`src/rtl/gate_sweep_pkg.sv`:
```
// Shared types and constants for the gate sweep unit: gate op encoding,
// FSM states and the legal parameter ranges.
package gate_sweep_pkg;

    typedef enum logic [1:0] {
        OP_AND  = 2'b00,
        OP_OR   = 2'b01,
        OP_XOR  = 2'b10,
        OP_NAND = 2'b11
    } op_e;

    typedef enum logic [1:0] {
        ST_IDLE  = 2'b00,
        ST_SWEEP = 2'b01,
        ST_DONE  = 2'b10
    } state_e;

    localparam int N_IN_MIN = 2;
    localparam int N_IN_MAX = 6;
    localparam int STEP_MIN = 1;
    localparam int STEP_MAX = 255;

    localparam int STEP_CNT_W = $clog2(STEP_MAX + 1);

endpackage

```
`src/rtl/gate_reduce.sv`:
```
// Combinational gate: reduces an N_IN-bit input vector with the selected
// AND / OR / XOR / NAND function.
module gate_reduce
    import gate_sweep_pkg::*;
#(
    parameter int N_IN = 2
) (
    input  logic [1:0]      op_i,
    input  logic [N_IN-1:0] vec_i,
    output logic            y_o
);

    always_comb begin
        y_o = 1'b0;
        case (op_e'(op_i))
            OP_AND:  y_o = &vec_i;
            OP_OR:   y_o = |vec_i;
            OP_XOR:  y_o = ^vec_i;
            OP_NAND: y_o = ~&vec_i;
        endcase
    end

endmodule

```
`src/rtl/gate_sweep_unit.sv`:
```
// Steps a gate through every input pattern, STEP cycles each, counting ones.
// Define GATE_SWEEP_TABLE_EN to add the captured truth_table output.
module gate_sweep_unit
    import gate_sweep_pkg::*;
#(
    parameter  int N_IN  = 2,
    parameter  int STEP  = 10,
    localparam int NPAT  = 2**N_IN,
    localparam int CNT_W = $clog2(NPAT + 1)
) (
    input  logic             clk,
    input  logic             rst,
    input  logic             start,
    input  logic [1:0]       op,
    output logic             busy,
    output logic             done,
    output logic [N_IN-1:0]  pattern,
    output logic             f,
    output logic [CNT_W-1:0] ones_count
`ifdef GATE_SWEEP_TABLE_EN
    ,
    output logic [NPAT-1:0]  truth_table
`endif
);

    if (N_IN < N_IN_MIN || N_IN > N_IN_MAX || STEP < STEP_MIN || STEP > STEP_MAX) begin : g_bad_param
        $error("gate_sweep_unit: N_IN or STEP out of legal range");
    end

    state_e                state_q, state_d;
    logic [1:0]            op_q, op_d;
    logic [N_IN-1:0]       pattern_q, pattern_d;
    logic [STEP_CNT_W-1:0] step_q, step_d;
    logic                  f_q, f_d;
    logic [CNT_W-1:0]      ones_q, ones_d;
    logic                  clear, new_pat, last_step, last_pat;

    assign last_step = (step_q == STEP_CNT_W'(STEP - 1));
    assign last_pat  = (pattern_q == N_IN'(NPAT - 1));

    always_ff @(posedge clk) begin
        if (rst) state_q <= ST_IDLE;
        else     state_q <= state_d;
    end

    always_comb begin
        state_d = state_q;
        case (state_q)
            ST_IDLE:  if (start) state_d = ST_SWEEP;
            ST_SWEEP: if (last_step && last_pat) state_d = ST_DONE;
            ST_DONE:  state_d = ST_IDLE;
            default:  state_d = ST_IDLE;
        endcase
    end

    always_comb begin
        busy = (state_q != ST_IDLE);
        done = (state_q == ST_DONE);
    end

    // Sequencing: f and the captures are taken from the next-state pattern, so
    // they change on the same edge as pattern itself.
    always_comb begin
        op_d      = op_q;
        pattern_d = pattern_q;
        step_d    = step_q;
        clear     = 1'b0;
        new_pat   = 1'b0;
        case (state_q)
            ST_IDLE: begin
                if (start) begin
                    op_d      = op;
                    pattern_d = '0;
                    step_d    = '0;
                    clear     = 1'b1;
                    new_pat   = 1'b1;
                end
            end
            ST_SWEEP: begin
                if (!last_step) begin
                    step_d = step_q + STEP_CNT_W'(1);
                end else if (!last_pat) begin
                    pattern_d = pattern_q + N_IN'(1);
                    step_d    = '0;
                    new_pat   = 1'b1;
                end
            end
            default: ;
        endcase
    end

    gate_reduce #(.N_IN(N_IN)) u_reduce (
        .op_i  (op_d),
        .vec_i (pattern_d),
        .y_o   (f_d)
    );

    always_comb begin
        ones_d = clear ? '0 : ones_q;
        if (new_pat && f_d) ones_d = ones_d + CNT_W'(1);
    end

    always_ff @(posedge clk) begin
        if (rst) begin
            op_q      <= '0;
            pattern_q <= '0;
            step_q    <= '0;
            f_q       <= 1'b0;
            ones_q    <= '0;
        end else begin
            op_q      <= op_d;
            pattern_q <= pattern_d;
            step_q    <= step_d;
            f_q       <= f_d;
            ones_q    <= ones_d;
        end
    end

`ifdef GATE_SWEEP_TABLE_EN
    logic [NPAT-1:0] table_q, table_d;

    always_comb begin
        table_d = clear ? '0 : table_q;
        if (new_pat) table_d[pattern_d] = f_d;
    end

    always_ff @(posedge clk) begin
        if (rst) table_q <= '0;
        else     table_q <= table_d;
    end

    assign truth_table = table_q;
`endif

    assign pattern    = pattern_q;
    assign f          = f_q;
    assign ones_count = ones_q;

endmodule

```
`config.mk`:
```
export PLATFORM = sky130hd
export DESIGN_NAME = gate_sweep_unit
export DESIGN_NICKNAME = d
export VERILOG_FILES = /design/src/rtl/gate_sweep_pkg.sv /design/src/rtl/gate_reduce.sv /design/src/rtl/gate_sweep_unit.sv
export SDC_FILE = /design/constraint.sdc
export NUM_CORES = 1
export LEC_CHECK = 0
export CORE_MARGIN = 5
export CORE_UTILIZATION = 45
export CTS_CLUSTER_DIAMETER = 200
export DETAILED_ROUTE_END_ITERATION = 8
export GPL_TIMING_DRIVEN = 0
export HOLD_SLACK_MARGIN = 0.1
export MAX_ROUTING_LAYER = met4
export PLACE_DENSITY_LB_ADDON = 0.3
export SLEW_MARGIN = 15
export SYNTH_ARGS = -nofsm -noshare
export SYNTH_HDL_FRONTEND = slang
export SYNTH_SLANG_ARGS = --single-unit
```
`constraint.sdc`:
```
create_clock -name clk -period 4 [get_ports clk]
set_clock_uncertainty 0.2 [all_clocks]
set_input_delay 0.4 -clock clk [delete_from_list [all_inputs] [get_ports clk]]
set_output_delay 0.4 -clock clk [all_outputs]
set_load 0.005 [all_outputs]
```
# After elaboration in Yosys (flattened, before gate mapping)
# Cells that the tools add are included.
[word_totals]
ff_bits = 18
output_inout_bits = 8
elab_cells = 52
[op_classes]
mux = 21
reduce_logical = 12
addsub = 3
n_eq_ne = 10
[op_table]
columns = ["operator", "count"]
rows = [
  ["2-to-1 mux 8 bit", 3],
  ["one-hot mux 8 bit (2 select lines)", 1],
  ["2-to-1 mux 2 bit", 7],
  ["adder 8 x 1 -> 8 bit (second input constant)", 1],
  ["== test 2 bit (second input constant)", 4],
  ["== test 8 x 4 -> 1 bit (second input constant)", 1],
  ["one-hot mux 2 bit (2 select lines)", 2],
  ["2-to-1 mux 3 bit", 2],
  ["== test 2 x 1 -> 1 bit (second input constant)", 2],
  ["logical NOT 2 bit", 2],
  ["2-to-1 mux 1 bit", 4],
  ["!= test 2 bit (second input constant)", 2],
  ["one-hot mux 1 bit (4 select lines)", 1],
  ["AND reduction 2 bit", 2],
  ["nonzero test 2 bit", 2],
  ["adder 3 x 1 -> 3 bit (second input constant)", 1],
  ["!= test 3 bit (second input constant)", 1],
  ["AND reduction 3 bit", 1],
  ["adder 2 x 1 -> 2 bit (second input constant)", 1],
  ["logical AND 1 bit", 2],
  ["one-hot mux 1 bit (2 select lines)", 1],
  ["OR reduction 2 bit", 1],
  ["parity 2 bit", 1],
  ["logical NOT 1 bit", 1],
]

# Depth between registers and ports, before layout
[logic_depth]
ltp_word = 9
depth_mapped = 13

# By module
# Synthesis repeated with hierarchy kept, for this count alone.
[unflattened]
cells_unflattened = 115
hier_area_um2 = 968.4
[modules_own_cells]
columns = ["module", "area_per_inst_um2", "seq_area_each_um2", "cells_each", "n_inst"]
rows = [
  ["gate_sweep_unit", 904.6, 360.3, 105, 1],
  ["gate_reduce", 63.8, 0.0, 10, 1],
]

# Least setup slack after synthesis
# No wires, ideal clock.
[synth_timing]
path_kind = "register -> register"
from = "register step_q[1]"
to = "register ones_q[2], in the netlist ones_count[2]"
setup_slack_ns = 1.012
period_less_slack_ns = 2.988
setup_ns = 0.121
t_arrival_ns = 2.667
required_time_ns = 3.679
path_buffers = 0
path_stages_with_launch = 13
cell_sequence = "dfxtp_1 -> inv_1 -> ha_1 -> and4bb_1 -> and3b_1 -> nand3b_1 -> o211ai_1 -> ha_1 -> or3b_2 -> o211ai_1 -> o221ai_2 -> nor3b_1 -> mux2_2"
[synth_between]
elab_chain_cells = 8
[synth_rtl]
columns = ["element", "line_no", "source"]
rows = [
  ["start, declared", "gate_sweep_unit.sv:33", "logic [STEP_CNT_W-1:0] step_q, step_d;"],
  ["start signal, assigned", "gate_sweep_unit.sv:113", "step_q <= step_d;"],
  ["== test 8 x 4 -> 1 bit (*)", "gate_sweep_unit.sv:38", "assign last_step = (step_q == STEP_CNT_W'(STEP - 1));"],
  ["2-to-1 mux 2 bit", "gate_sweep_unit.sv:80", "if (!last_step) begin"],
  ["one-hot mux 2 bit (2 select lines)", "gate_sweep_unit.sv:69", "case (state_q)"],
  ["AND reduction 2 bit", "gate_reduce.sv:16, gate_reduce.sv:19", ""],
  ["logical NOT 1 bit", "gate_reduce.sv:19", "OP_NAND: y_o = ~&vec_i;"],
  ["one-hot mux 1 bit (4 select lines)", "gate_reduce.sv:15", "case (op_e'(op_i))"],
  ["logical AND 1 bit (*)", "gate_sweep_unit.sv:100", "if (new_pat && f_d) ones_d = ones_d + CNT_W'(1);"],
  ["2-to-1 mux 3 bit (*)", "gate_sweep_unit.sv:100", ""],
  ["end signal, assigned", "gate_sweep_unit.sv:115", "ones_q <= ones_d;"],
  ["end, declared", "gate_sweep_unit.sv:35", "logic [CNT_W-1:0] ones_q, ones_d;"],
]
# Mark *: on every way between the ends. The rest lies on a longest branch, timed or not.
# A chain may end at the register's enable or synchronous reset.

# Worst setup path in the final report
[layout_timing]
from = "register step_q[5]"
to = "register ones_q[2], in the netlist ones_count[2]"
# Same word-level chain as after synthesis.

==> out/metrics.cfg <==
[sta]
finalCriticalPeriod_ps = 3260
fin_setup_tns_ps = 0
worstMarginPinSlew_ps = 595
setup_slack_ps = 739
max-slew-margin-rel = 0.600
final-setup-viol-count = 0
period_share = 0.815
timing.final.max_slew_violations = 0
rsz0062_at_grt = no
max_freq_mhz = 307
hold_viol = 0

[worst_setup_path]
cpMostUsedCell = o211ai_1
endpoint_kind = register
worstPathMaxFanout = 6
cp_top_family = simple AND/OR/NAND/NOR gates
cp.required_ps = 4000
worstPathArrival_ps = 3260
cp-start-kind = register
worst_path_max_delay_cell = nor3_1
cp_cell_sequence = nor3_1 > and3b_1 > o211ai_1 > ha_1 > or3b_2 > o211ai_1 > o221ai_2 > nor3b_1 > mux2_2
worst-setup-path-type = register to register
critPathBufInv = 0
slowest_delay_ps = 510

[global_routing]
gr-usage-all-layers = 0.136
grt_pass1_vias = 845
grt_overflow_total = 0
grt_max_degree = 11
grt_pass1_wl_mm = 3.46
grt_antenna_before_repair = 0

[layout]
fill_cells = 205
drive_above_1_share = 0.102
antenna_cells = 0
fin_nets = 139
area_growth_pct = 19.5
finish.utilization = 0.546

[die]
rows = 17
boundaryPins = 13
die_y_um = 56.7
dieArea_um2 = 3210
start_util = 0.457
core_area_um2 = 2150
die_x_um = 56.7

[synthesis]
synth_top_area_cell = dfxtp_1
ys_ff_latch = 18
yosys_warnings = 0
seq_area_frac_synth = 0.367
synth_flop_cell = dfxtp_1
synth_most_common_cell = dfxtp_1
async_flop_share = 0
synth_top_area_share = 0.367
synth.area.top_cells = dfxtp_1 37%, ha_1 6.4%, nand2_1 5.4%, nor2_1 5.0%, a21oi_1 3.6%
synthCells = 112
synth_common_cells = 18 x dfxtp_1, 14 x nand2_1, 13 x nor2_1
synth_area_um2 = 981
syn-num-nets = 122
synth-edff-count = 0
synth_cell_type_count = 38
synth_area_per_cell_um2 = 8.76

[pwr]
ir_drop_v = 0.000169
pwr-share-seq = 0.555
p_switching_w = 0.0000820
power_leakage_nw = 0.456
p_comb_frac = 0.100
p_int_w = 0.000254
netSwitchingFraction = 0.244
power_density_nw_per_um2 = 287
p_clk_frac = 0.345
finalPower_w = 0.000336

[cts]
tritoncts = built
cts_buffer_depth = 2
clock_latency_ps = 300
cts_resized = 0
h-tree-depth = 1
cts_buffers = 3
cts_root_buffer = clkbuf_4
cts.sinks = 18
path_clk_slew_ps = 110
cts_setup_buffers = 0
cts_hold_buf = 0

[route]
avgRoutedWirePerCell_um = 12.3
vias_per_cell = 5.34
drc = 0
drt_iter0_drc = 11
via_count = 833
firstDrtPassIters = 4
ant_nets = 0
drt-total-wl_mm = 1.91

[min_path]
hp-class = register to register

[place]
dp_hpwl_mm = 1.45
port_buffers = 12
dp_slack_ps = 752
gp_congestion = 0.759

[flow_run]
drv_cap = 0

[outcome]
run_status = complete, no violations

==> layout make-up <==
type                       instances  area (um2)  share of cell area
multi-input combinational         86         591               0.504
sequential                        18         360               0.307
timing repair buffer              12         120               0.102
clock buffer                       4        36.3              0.0309
tap                               28        35.0              0.0299
inverter                           7        26.3              0.0224
buffer                             1        3.75             0.00320
==> worst register-to-register path, cell delays in order (launching register included) <==
cell and delay [ps]:
dfxtp_1 360, nor3_1 510, and3b_1 340, o211ai_1 150, ha_1 230, or3b_2 450, o211ai_1 130, o221ai_2 200
nor3b_1 250, mux2_2 350
==> registers in the layout, indices dropped and copies added, names as in the netlist <==
name	flops
step_q	8
ones_count	3
op_q	2
pattern	2
state_q	2
f	1
==> power groups by stage <==
stage	logic (W)	registers, W	clock network, W
after CTS	0.0000340	0.000187	0.000118
after detailed placement	0.0000338	0.000191	0
after floorplan	0.0000214	0.000190	0
after global routing	0.0000378	0.000188	0.000127
final	0.0000337	0.000187	0.000116
after global placement	0.0000330	0.000190	0
==> metrics by stage <==
step	cell area (um2)	hold slack [ps]	instances
4_1_cts	1170	288	156
5_1_grt	1170	318	156
3_3_place_gp	1140	261	152
3_5_place_dp	1140	273	152
2_1_floorplan	981	245	112
6_report	1170	284	156
==> logic make-up (layout without fill, tap and decap cells) <==
family,after synthesis,count (layout),share of synthesized area
AO/OA/AOI/OAI,20,20,0.144
XOR/XNOR,5,5,0.0447
adder cells (fa/ha/maj),5,5,0.0638
buffers and inverters,8,24,0.0306
flip-flops,18,18,0.367
multiplexers,2,2,0.0383
AND/OR/NAND/NOR,54,54,0.311
==> final timing paths <==
path / startpoint / endpoint / slack [ps] / cells after the start
setup / recovery: step_q[5] / ones_count[2] / 740 / 9
hold / removal: op_q[0] / op_q[0] / 280 / 2
setup reg to reg: step_q[5] / ones_count[2] / 740 / 9
hold reg to reg: op_q[0] / op_q[0] / 280 / 2
==> layout by cell type, fill, tap and decap left out, drive strengths merged, types with 3 or more instances in the layout <==
master	instances
nor2	13
inv	7
a21oi	7
nand2	14
and2b	3
xnor2	3
clkdlybuf4s50	12
o211ai	3
ha	5
nor3	3
dfxtp	18
clkbuf	5
nand3	3
==> per-layer routing <==
metal / global-route usage / wire length [um]
met1: 0.162 / 895
met2: 0.224 / 903
met3: 0.0253 / 83
met4: 0.0576 / 30
met5: - / 0
(Power assumes the default switching activity.)
